`config.mk`:
```
export PLATFORM = sky130hd
export DESIGN_NAME = fb_write_arbiter
export DESIGN_NICKNAME = d
export VERILOG_FILES = /design/src/rtl/fb_write_arbiter.sv
export SDC_FILE = /design/constraint.sdc
export NUM_CORES = 1
export LEC_CHECK = 0
export BUFFER_PORTS_ARGS = -buffer_cell sky130_fd_sc_hd__buf_2
export CORE_AREA = 4 4 61 63
export DETAILED_ROUTE_END_ITERATION = 6
export DIE_AREA = 0 0 65 67
export GPL_TIMING_DRIVEN = 0
export HOLD_SLACK_MARGIN = 0.15
export PLACE_DENSITY_LB_ADDON = 0.3
export SLEW_MARGIN = 25
export SYNTH_ARGS = -nofsm -noshare
export SYNTH_HDL_FRONTEND = slang
export SYNTH_SLANG_ARGS = --single-unit
```
`constraint.sdc`:
```
create_clock -name clk -period 5.3 [get_ports clk]
set_input_delay 0.795 -clock clk [delete_from_list [all_inputs] [get_ports clk]]
set_output_delay 0.795 -clock clk [all_outputs]
set_load 0.02 [all_outputs]
```
`src/rtl/fb_write_arbiter.sv`:
```
// -----------------------------------------------------------------------------
// fb_write_arbiter
//
// Two-requester write arbiter in front of a single framebuffer write port.
// A "draw" requester and a "fill" requester each present write beats; the
// arbiter grants one of them ownership of the port for a whole burst
// (terminated by *_last) or for at most MAX_BURST accepted beats, whichever
// comes first. Ownership then alternates when both requesters want the port.
//
// Handshake: a requester presents a beat by raising *_valid with *_addr,
// *_data and *_last, and keeps all four stable until it sees *_ack. A beat is
// accepted (and *_ack pulses in the same cycle) when its requester holds the
// grant, *_valid is high and mem_ready is high. mem_wr is the raw write strobe
// towards the framebuffer; the framebuffer takes the write only when mem_ready
// is also high.
//
// Ports:
//   clk, n_rst            clock, asynchronous active-low reset
//   d_valid/d_last/d_addr/d_data   draw beat in
//   d_grant/d_ack                  draw owns port / draw beat accepted
//   f_valid/f_last/f_addr/f_data   fill beat in
//   f_grant/f_ack                  fill owns port / fill beat accepted
//   mem_ready                      framebuffer can take a write this cycle
//   mem_wr/mem_addr/mem_data       framebuffer write strobe, address, data
//   busy                           some requester holds the grant
// -----------------------------------------------------------------------------
module fb_write_arbiter #(
    parameter int ADDR_W    = 19,
    parameter int DATA_W    = 24,
    parameter int MAX_BURST = 16
) (
    input  logic              clk,
    input  logic              n_rst,
    input  logic              d_valid,
    input  logic              d_last,
    input  logic [ADDR_W-1:0] d_addr,
    input  logic [DATA_W-1:0] d_data,
    output logic              d_grant,
    output logic              d_ack,
    input  logic              f_valid,
    input  logic              f_last,
    input  logic [ADDR_W-1:0] f_addr,
    input  logic [DATA_W-1:0] f_data,
    output logic              f_grant,
    output logic              f_ack,
    input  logic              mem_ready,
    output logic              mem_wr,
    output logic [ADDR_W-1:0] mem_addr,
    output logic [DATA_W-1:0] mem_data,
    output logic              busy
);

    localparam int CNT_W = $clog2(MAX_BURST) + 1;

    typedef enum logic [1:0] {
        IDLE    = 2'd0,
        GRANT_D = 2'd1,
        GRANT_F = 2'd2
    } state_t;

    state_t             state_q, state_d;
    logic               prio_q, prio_d;   // 0: draw wins a tie, 1: fill wins
    logic [CNT_W-1:0]   cnt_q, cnt_d;     // beats accepted in current grant

    logic               accept;
    logic               cur_last;
    logic [CNT_W-1:0]   cnt_inc;
    logic               rel;

    // -------------------------------------------------------------------------
    // Registers
    // -------------------------------------------------------------------------
    always_ff @(posedge clk or negedge n_rst) begin
        if (!n_rst) begin
            state_q <= IDLE;
            prio_q  <= 1'b0;
            cnt_q   <= '0;
        end else begin
            state_q <= state_d;
            prio_q  <= prio_d;
            cnt_q   <= cnt_d;
        end
    end

    // -------------------------------------------------------------------------
    // Datapath and outputs (all combinational on the current grant)
    // -------------------------------------------------------------------------
    always_comb begin
        d_grant  = (state_q == GRANT_D);
        f_grant  = (state_q == GRANT_F);
        busy     = d_grant | f_grant;

        // Only the holder's valid reaches the strobe; the other side is ignored.
        mem_wr   = (d_grant & d_valid) | (f_grant & f_valid);
        accept   = mem_wr & mem_ready;
        d_ack    = accept & d_grant;
        f_ack    = accept & f_grant;

        mem_addr = '0;
        mem_data = '0;
        cur_last = 1'b0;
        if (d_grant) begin
            mem_addr = d_addr;
            mem_data = d_data;
            cur_last = d_last;
        end else if (f_grant) begin
            mem_addr = f_addr;
            mem_data = f_data;
            cur_last = f_last;
        end

        cnt_inc  = cnt_q + CNT_W'(1);
        // Release on the accepted beat that ends the burst or that uses up
        // the beat budget; the holder keeps any leftover beats for later.
        rel      = accept & (cur_last | (cnt_inc == CNT_W'(MAX_BURST)));
    end

    // -------------------------------------------------------------------------
    // Next-state logic
    // -------------------------------------------------------------------------
    always_comb begin
        state_d = state_q;
        prio_d  = prio_q;
        cnt_d   = cnt_q;

        case (state_q)
            IDLE: begin
                if (d_valid && (!f_valid || !prio_q)) begin
                    state_d = GRANT_D;
                    cnt_d   = '0;
                end else if (f_valid) begin
                    state_d = GRANT_F;
                    cnt_d   = '0;
                end
            end

            GRANT_D: begin
                if (accept) begin
                    cnt_d = cnt_inc;
                end
                if (rel) begin
                    prio_d = 1'b1;
                    // Direct handover avoids a dead IDLE cycle.
                    if (f_valid) begin
                        state_d = GRANT_F;
                        cnt_d   = '0;
                    end else begin
                        state_d = IDLE;
                    end
                end
            end

            GRANT_F: begin
                if (accept) begin
                    cnt_d = cnt_inc;
                end
                if (rel) begin
                    prio_d = 1'b0;
                    if (d_valid) begin
                        state_d = GRANT_D;
                        cnt_d   = '0;
                    end else begin
                        state_d = IDLE;
                    end
                end
            end

            default: begin
                state_d = IDLE;
            end
        endcase
    end

endmodule
```
==> out/results.ini, run 1 <==
[synthesis]
yosys.area_share.simple=0.1798
ys_seq_elements=8
yosysWarnings=0
synth_common_cells=a22o_1 (43), clkbuf_1 (9), dfrtp_1 (8), nand2_1 (8)
ys.flop_type=dfrtp_1
synthCells=126
synth-xor-area-share=0.01667
synth-compound-area-share=0.5024
synth.most_common_cell=a22o_1
synth_top_area_cell=a22o_1
synth_nets=224
synth_area_per_cell_um2=8.341
synth_async_sr_flop_share=1.000
synth-seq-area-share=0.1905
ys_types=33
synthTopCellsByArea=a22o_1 (36%), dfrtp_1 (19%), ha_1 (6.0%)
synthMuxAreaShare=0
synth-edff-count=0
synth_top_family_by_area=compound AO/OA/AOI/OAI gates
synthesis.area_um2=1051
synthAdderAreaFrac=0.05952
synth.top_cell.area_share=0.3583

[placement]
gp_congestion=0.9212
place_area_um2=1814
numPortBuffers=141
dp_hpwl_um=4416
preCtsSetupSlack_ps=2436

[clock_network]
cts.sinks=8
cts_htree_levels=1
path_clk_slew_ps=50
clock_path_buffers=2
root_buffer=clkbuf_4
postCtsSetupBuffers=0
cts_buffers=3
clock_latency_ps=250
cts_tree=yes
hold_buffers=0
cts_resized=0

[sta]
clock_skew_ps=4.895
relSlewSlack=0.6995
fmax_mhz=317.6
drv_slew=0
hold_viol_final=0
tns_ps=0
finalSetupViolations=0
final.min_clock_period_ps=3148
fin_ws_ps=2152
tightest_slew_ps=447.3
grt_setup_unrepaired=no
fin_crit_sh=0.5940

[status]
status=finished clean

[critical_path]
r2r_end=cnt_q[3]
crit_path_end_kind=primary output
crit_required_ps=4510
reg2reg_from=state_q[1]
criticalPathCategory=flip-flop to primary output
rr_worst_depth=8
crit_path_start=state_q[0]
arrival_ps=2350
start_kind=flip-flop
crit_end=mem_addr[4]
crit_fanout=10
regToRegSetupSlack_ps=3070

[detailed_routing]
firstDrtPassIters=4
finalWirelength_um=5041
wl_per_cell_um=15.95
drc=0
ant_nets=0
drtIter0Drc=110
via_count=1618
vias_per_cell=5.120

[power_and_ir_drop]
p_switching_uw=478.3
power_uw=844.1
p_comb_frac=0.850
intPower_uw=365.8
p_seq_frac=0.097
sw_frac_of_total=0.5666
leakagePower_uw=0.001068
p_per_area_nw_per_um2=459.6
clkPwrFrac=0.054
worst_ir_drop_vdd_mv=0.1661

[cells_and_area]
drive_gt1_frac=0.5519
fin_nets=370
fin_area_um2=1837
synthToLayoutAreaGrowth_pct=74.76
antenna_cells=0
fin_util=0.5683

[global_route]
grt_pass1_vias=1419
grt_start_max_net_pins=11
grt_use_total=0.2122
grt_pass1_wl_um=7079
antenna_found_initial=0
overflow=0

[run]
cap_violations=0

[die]
io_pins=142
row_count=21
dieWidth_um=65
die_h_um=67
coreArea_um2=3232
die_area_um2=4355
initial_core_util=0.3252

[min_path]
hold_path.class=primary input to async pin

==> power by group through the flow <==
stage | combinational [µW] | clock [µW] | sequential, µW
global route | 767 | 49.5 | 82.4
detailed placement | 715 | 0 | 82.8
floorplan | 482 | 0 | 80.6
global placement | 712 | 0 | 82.6
CTS | 716 | 46.8 | 81.7
finish | 717 | 45.3 | 81.6
==> cells by family after synthesis <==
| kind of cell | Yosys count |
|---|---|
| AO/OA/AOI/OAI | 65 |
| adder cells (fa/ha/maj) | 5 |
| XOR/XNOR | 2 |
| flip-flops | 8 |
| buffers and inverters | 14 |
| AND/OR/NAND/NOR | 32 |
==> per-stage QoR <==
stage                     hold slack (ps)  instances
after CTS                           371.7        316
after global routing                381.9        316
final                               372.9        316
after floorplan                     491.6        126
after global placement              526.4        313
after detailed placement            523.8        313
==> per-layer routing <==
| metal | GRT usage | up-vias | wire length, µm |
|---|---|---|---|
| met5 | 0 | - | 0 |
| li1 | - | 804 | - |
| met2 | 0.2874 | 103 | 2161 |
| met3 | 0.05059 | 8 | 691 |
| met1 | 0.3229 | 703 | 2127 |
| met4 | 0.06069 | 0 | 61 |
==> cell usage in the layout (no fill, tap or decap), types with 2 or more instances in the layout <==
| cell | n |
|---|---|
| clkbuf_1 | 9 |
| nor2_1 | 3 |
| inv_1 | 3 |
| a21oi_1 | 2 |
| nand4_1 | 5 |
| a22o_1 | 43 |
| buf_2 | 142 |
| nand2_1 | 8 |
| dfrtp_1 | 8 |
| o21ai_0 | 6 |
| xor2_1 | 2 |
| o21ai_1 | 5 |
| ha_1 | 5 |
| or4b_1 | 2 |
| clkbuf_4 | 3 |
| and3_1 | 6 |
==> worst min-delay path by stage <==
stage,start,end,slack (ps),depth (start not counted)
5_1_grt,n_rst,cnt_q[1],380,1
4_1_cts,n_rst,cnt_q[4],370,1
3_5_place_dp,prio_q,prio_q,520,2
6_report,n_rst,cnt_q[4],370,1
3_3_place_gp,prio_q,prio_q,530,2
2_1_floorplan,prio_q,prio_q,490,2
==> worst max-delay path, cell delays in order, from the launching register on <==
cell and delay, ps:
dfrtp_1 390, inv_1 110, ha_1 160, buf_2 200, nor2b_1 150, clkbuf_1 260, clkbuf_1 400, a22o_1 250
buf_2 180
==> state kept, by name, summed over array words and instances (netlist names) <==
| signal | count |
|---|---|
| state_q | 2 |
| prio_q | 1 |
| cnt_q | 5 |
==> layout make-up <==
type,instances,area (µm²)
buffer,11,42.54
tap,46,57.56
sequential,8,200.2
multi-input combinational,104,797.0
inverter,3,11.26
timing repair buffer,141,705.7
fill,334,1395
clock buffer,3,22.52
Power figures use the tool's default switching activity.
==> run 2, diff against run 1 <==
--- a/config.mk
+++ b/config.mk
@@ -6,9 +6,9 @@
 export NUM_CORES = 1
 export LEC_CHECK = 0
 export BUFFER_PORTS_ARGS = -buffer_cell sky130_fd_sc_hd__buf_2
-export CORE_AREA = 4 4 61 63
+export CORE_AREA = 4 4 64 66
 export DETAILED_ROUTE_END_ITERATION = 6
-export DIE_AREA = 0 0 65 67
+export DIE_AREA = 0 0 68 70
 export GPL_TIMING_DRIVEN = 0
 export HOLD_SLACK_MARGIN = 0.15
 export PLACE_DENSITY_LB_ADDON = 0.3
==> constraint.sdc (replaced) <==
create_clock -name clk -period 3.1 [get_ports clk]
set_input_delay 0.465 -clock clk [delete_from_list [all_inputs] [get_ports clk]]
set_output_delay 0.465 -clock clk [all_outputs]
set_load 0.02 [all_outputs]
==> run 2 against run 1 <==
Against the previous run: clock skew decreased by 2.5 ps; first-iteration DRC count fell by 59%; combinational power is 69% higher; via count is 0.31% higher; final area rose by 0.68%; critical endpoint is now mem_data[10]; largest power group unchanged; setup slack worse by 1800 ps.
==> out/results.ini, run 2 (synthesis gave the netlist of run 1 again) <==
[power_and_ir_drop]
p_seq_frac=0.099
intPower_uw=625.1
leakagePower_uw=0.001072
p_switching_uw=805.4
clkPwrFrac=0.055
p_per_area_nw_per_um2=773.6
sw_frac_of_total=0.5630
p_comb_frac=0.845
worst_ir_drop_vdd_mv=0.3441

[sta]
drv_slew=0
tightest_slew_ps=457.8
fmax_mhz=362.6
hold_viol_final=0
fin_crit_sh=0.8895
clock_skew_ps=2.357
relSlewSlack=0.6925
final.min_clock_period_ps=2758
tns_ps=0
finalSetupViolations=0
fin_ws_ps=342.4
grt_setup_unrepaired=no

[global_route]
grt_pass1_vias=1623
grt_pass1_wl_um=7093
antenna_found_initial=0
grt_start_max_net_pins=11
grt_use_total=0.1860
overflow=0

[min_path]
hold_path_depth=1
worstHoldStart=cnt_q[2]
hold_path.class=flip-flop to flip-flop
hold_end=cnt_q[2]

[critical_path]
crit_slowest_cell=dfrtp_1
crit_required_ps=2630
crit_fanout=10
crit_path_end_kind=primary output
regToRegSetupSlack_ps=880
rr_worst_depth=8
criticalPathCategory=flip-flop to primary output
cp_top_family=buffers and inverters
arrival_ps=2290
cp_num_buf_inv=5
reg2reg_from=state_q[1]
r2r_end=cnt_q[4]
critPathMaxStageDelay_ps=400
cp_cell_sequence=inv_1 > ha_1 > buf_2 > nor2b_1 > clkbuf_1 > clkbuf_1 > a22o_1 > buf_2
start_kind=flip-flop

[die]
coreArea_um2=3578
row_count=22
die_h_um=70
initial_core_util=0.2937
dieWidth_um=68
io_pins=142
die_area_um2=4760

[clock_network]
clock_latency_ps=250
cts_htree_levels=1
root_buffer=clkbuf_4
cts_resized=0
cts_tree=yes
cts_buffers=3
path_clk_slew_ps=50
clock_path_buffers=2
cts.sinks=8

[cells_and_area]
fin_util=0.5168
largest_registers=cnt_q (5), state_q (2), prio_q (1)
layout_commonest_cell=buf_2
fin_nets=371
final_cell_mix=buf_2 (142), a22o_1 (43), clkbuf_1 (9)
antenna_cells=0
largest_reg_flops=5
drive_gt1_frac=0.5498
regMostFlops=cnt_q
synthToLayoutAreaGrowth_pct=75.95

[detailed_routing]
finalWirelength_um=4643
via_count=1623
wl_per_cell_um=14.55
drtIter0Drc=45
highest_layer=met4
vias_per_cell=5.088
drc=0
firstDrtPassIters=4
wl_met1_um=1756
ant_nets=0
routed-wl-met2_um=2507
wl_met3_um=309

[status]
status=finished clean

[run]
cap_violations=0

[placement]
numPortBuffers=141
gp_congestion=0.7751
dp_hpwl_um=4044
preCtsSetupSlack_ps=613.4

[run 2: cell types whose count changed in the layout (fill, tap and decap cells not counted)]
cell	delta
dlygate4sd3_1	+1
[run 2: final cells by class]
cell class	count	area, µm²
clock buffer	3	22.52
timing repair buffer	142	715.7
multi-input combinational	104	797.0
tap	48	60.06
sequential	8	200.2
fill	376	1729
buffer	11	42.54
inverter	3	11.26
[run 2: timing repair]
action                                  in CTS  in global routing
endpoints found under the hold margin        8                  0
setup buffers                                0                  0
endpoints found under the setup margin       0                  0
hold buffers                                 1                  0
[run 2: how the worst max path moves through the flow]
stage,startpoint,end,depth (start not counted)
after CTS,state_q[0],mem_data[10],8
after global routing,state_q[0],mem_data[5],8
final,state_q[0],mem_data[10],8
after global placement,state_q[0],mem_data[1],8
after floorplan,state_q[0],mem_addr[0],7
after detailed placement,state_q[0],mem_data[10],8
[run 2: power groups by stage]
stage / clock, µW / sequential [µW] / combinational [µW]
detailed placement: 0 / 142 / 1220
CTS: 82.2 / 142 / 1220
finish: 78.9 / 142 / 1210
floorplan: 0 / 138 / 825
global route: 85.1 / 145 / 1300
global placement: 0 / 143 / 1210
[run 2: metrics by stage]
step,hold WS (ps),area [µm²],cells,power (µW)
finish,540.8,1849,319,1431
floorplan,169.4,1051,126,962.6
global placement,313.8,1817,315,1353
CTS,534.7,1849,319,1442
detailed placement,316.6,1817,315,1358
global route,579.4,1849,319,1532
[run 2: per-layer routing]
layer | global-route usage | up-vias
met2 | 0.3415 | 67
met4 | 0.05740 | 0
li1 | - | 802
met3 | 0.02251 | 7
met1 | 0.2145 | 747
met5 | 0 | -
==> run 3, diff against run 2 <==
--- a/config.mk
+++ b/config.mk
@@ -5,10 +5,11 @@
 export SDC_FILE = /design/constraint.sdc
 export NUM_CORES = 1
 export LEC_CHECK = 0
+export ABC_AREA = 1
 export BUFFER_PORTS_ARGS = -buffer_cell sky130_fd_sc_hd__buf_2
-export CORE_AREA = 4 4 64 66
+export CORE_AREA = 4 4 66 68
 export DETAILED_ROUTE_END_ITERATION = 6
-export DIE_AREA = 0 0 68 70
+export DIE_AREA = 0 0 70 72
 export GPL_TIMING_DRIVEN = 0
 export HOLD_SLACK_MARGIN = 0.15
 export PLACE_DENSITY_LB_ADDON = 0.3
==> run 3 against run 2 <==
Against the previous run: non-clock buffer count rose by 4; worst hold slack got worse by 9.5 ps; final area rose by 12%; final cell count grew 37%; critical path type unchanged; largest cell class unchanged; highest routed layer unchanged.
==> out/results.ini, run 3 <==
[die]
die_h_um=72
row_count=23
die_area_um2=5040
dieWidth_um=70
initial_core_util=0.3235
io_pins=142
coreArea_um2=3856

[clock_network]
clock_path_buffers=2
cts.sinks=8
cts_htree_levels=1
root_buffer=clkbuf_8
cts_buffers=3
path_clk_slew_ps=40
postCtsSetupBuffers=0
clock_latency_ps=230
cts_tree=yes

[critical_path]
crit_path_start=state_q[1]
crit_fanout=10
crit_end=mem_data[1]
r2r_end=cnt_q[3]
rr_worst_depth=13
arrival_ps=2120
reg2reg_from=state_q[1]
criticalPathCategory=flip-flop to primary output
start_kind=flip-flop
crit_path_end_kind=primary output
crit_required_ps=2630
regToRegSetupSlack_ps=1290

[detailed_routing]
ant_nets=0
via_count=1993
finalWirelength_um=4943
drc=0
drtIter0Drc=59
wl_per_cell_um=11.34
vias_per_cell=4.571
firstDrtPassIters=4

[synthesis]
synthesis.area_um2=1247
synthCells=241
ys_types=24
ys.flop_type=dfrtp_1
synth.most_common_cell=nand2_1
synth_async_sr_flop_share=1.000
synthTopCellsByArea=nand2_1 (37%), nand3_1 (18%), dfrtp_1 (16%)
ys_seq_elements=8
synth.top_cell.area_share=0.3671
synth_area_per_cell_um2=5.176
yosysWarnings=0
synth-seq-area-share=0.1605
synth-edff-count=0
synth_common_cells=nand2_1 (122), nand3_1 (46), nor2_1 (11)
synth_nets=339
synth_top_area_cell=nand2_1

[sta]
finalSetupViolations=0
fin_ws_ps=515.2
relSlewSlack=0.7146
drv_slew=0
tightest_slew_ps=428.1
clock_skew_ps=7.160
tns_ps=0
fin_crit_sh=0.8338
grt_setup_unrepaired=no
hold_viol_final=0
fmax_mhz=386.9
final.min_clock_period_ps=2585

[placement]
gp_congestion=0.7917
preCtsSetupSlack_ps=742.9
placed_cells=432
numPortBuffers=141
dp_hpwl_um=4233

[min_path]
worstHoldStart=prio_q
hold_path.class=flip-flop to flip-flop

[cells_and_area]
antenna_cells=0
final_cell_mix=buf_2 (143), nand2_1 (122), nand3_1 (46)
synthToLayoutAreaGrowth_pct=65.70
fin_util=0.5360
largest_registers=cnt_q (5), state_q (2), prio_q (1)
layout_commonest_cell=buf_2
largest_reg_flops=5
fin_cells=436
regMostFlops=cnt_q
drive_gt1_frac=0.4016
fin_nets=486

[global_route]
overflow=0
grt_pass1_wl_um=8045
grt_start_max_net_pins=11
grt_use_total=0.1889
grt_pass1_vias=1900
antenna_found_initial=0

[status]
status=finished clean

[power_and_ir_drop]
leakagePower_uw=0.001351
worst_ir_drop_vdd_mv=0.3560
p_per_area_nw_per_um2=771.4

[run]
cap_violations=0

run 3: cell types whose count changed in the layout (fill, tap and decap cells not counted), moves of 5 or more:
cell / delta
and3_1: -6
nor2_1: +8
a22o_1: -43
nand2_1: +114
nand3_1: +46
o21ai_0: -5
run 3: routing by layer:
layer	part of all wire	vias to the layer above	track usage	wire length (µm)
met5	0	-	0	0
met3	0.078	12	0.05263	385
met4	0.029	0	0.06596	142
li1	-	1060	-	-
met1	0.37	851	0.2005	1826
met2	0.52	70	0.3578	2590
run 3: what timing repair did:
action                                 in CTS  in global routing
resized for setup                           0                  0
endpoints found under the hold margin       8                  0
hold buffers                                1                  0
run 3: layout make-up:
class / count / area (µm²)
Buffer: 15 / 58.81
Fill cell: 447 / 1789
Clock buffer: 3 / 41.29
Timing Repair Buffer: 142 / 715.7
Multi-Input combinational cell: 207 / 947.2
Tap cell: 50 / 62.56
Sequential cell: 8 / 200.2
Inverter: 11 / 41.29
run 3: stage by stage:
stage	area (µm²)	hold WS, ps	total power, µW
after floorplan	1247	169.4	1045
after global placement	2016	310.4	1470
after detailed placement	2016	321.1	1483
after CTS	2067	525.2	1617
after global routing	2067	571.8	1766
final	2067	531.3	1595
run 3: kinds of logic after synthesis:
family	after synthesis	share of synthesized area
simple gates	189	0.6409
xor+xnor	2	0.01404
fa+ha+maj	5	0.05015
flops	8	0.1605
buf+inv	26	0.08023
compound gates	11	0.05416
run 3: worst min-delay path by stage:
stage | endpoint | slack [ps] | cells past startpoint
floorplan | cnt_q[0] | 170 | 0
global placement | cnt_q[4] | 310 | 1
detailed placement | cnt_q[2] | 320 | 1
CTS | prio_q | 530 | 2
global route | prio_q | 570 | 2
finish | prio_q | 530 | 2
run 3: critical path, cell delays in order (launching register included):
cell	delay [ps]
dfrtp_1	410
inv_1	100
ha_1	290
clkbuf_1	360
clkbuf_1	390
nand2_1	100
nand2_1	80
buf_2	160
run 3: power by group:
part	switching, µW	internal, µW
clock	40.5	84.1
combinational	895	419
sequential	26.4	129
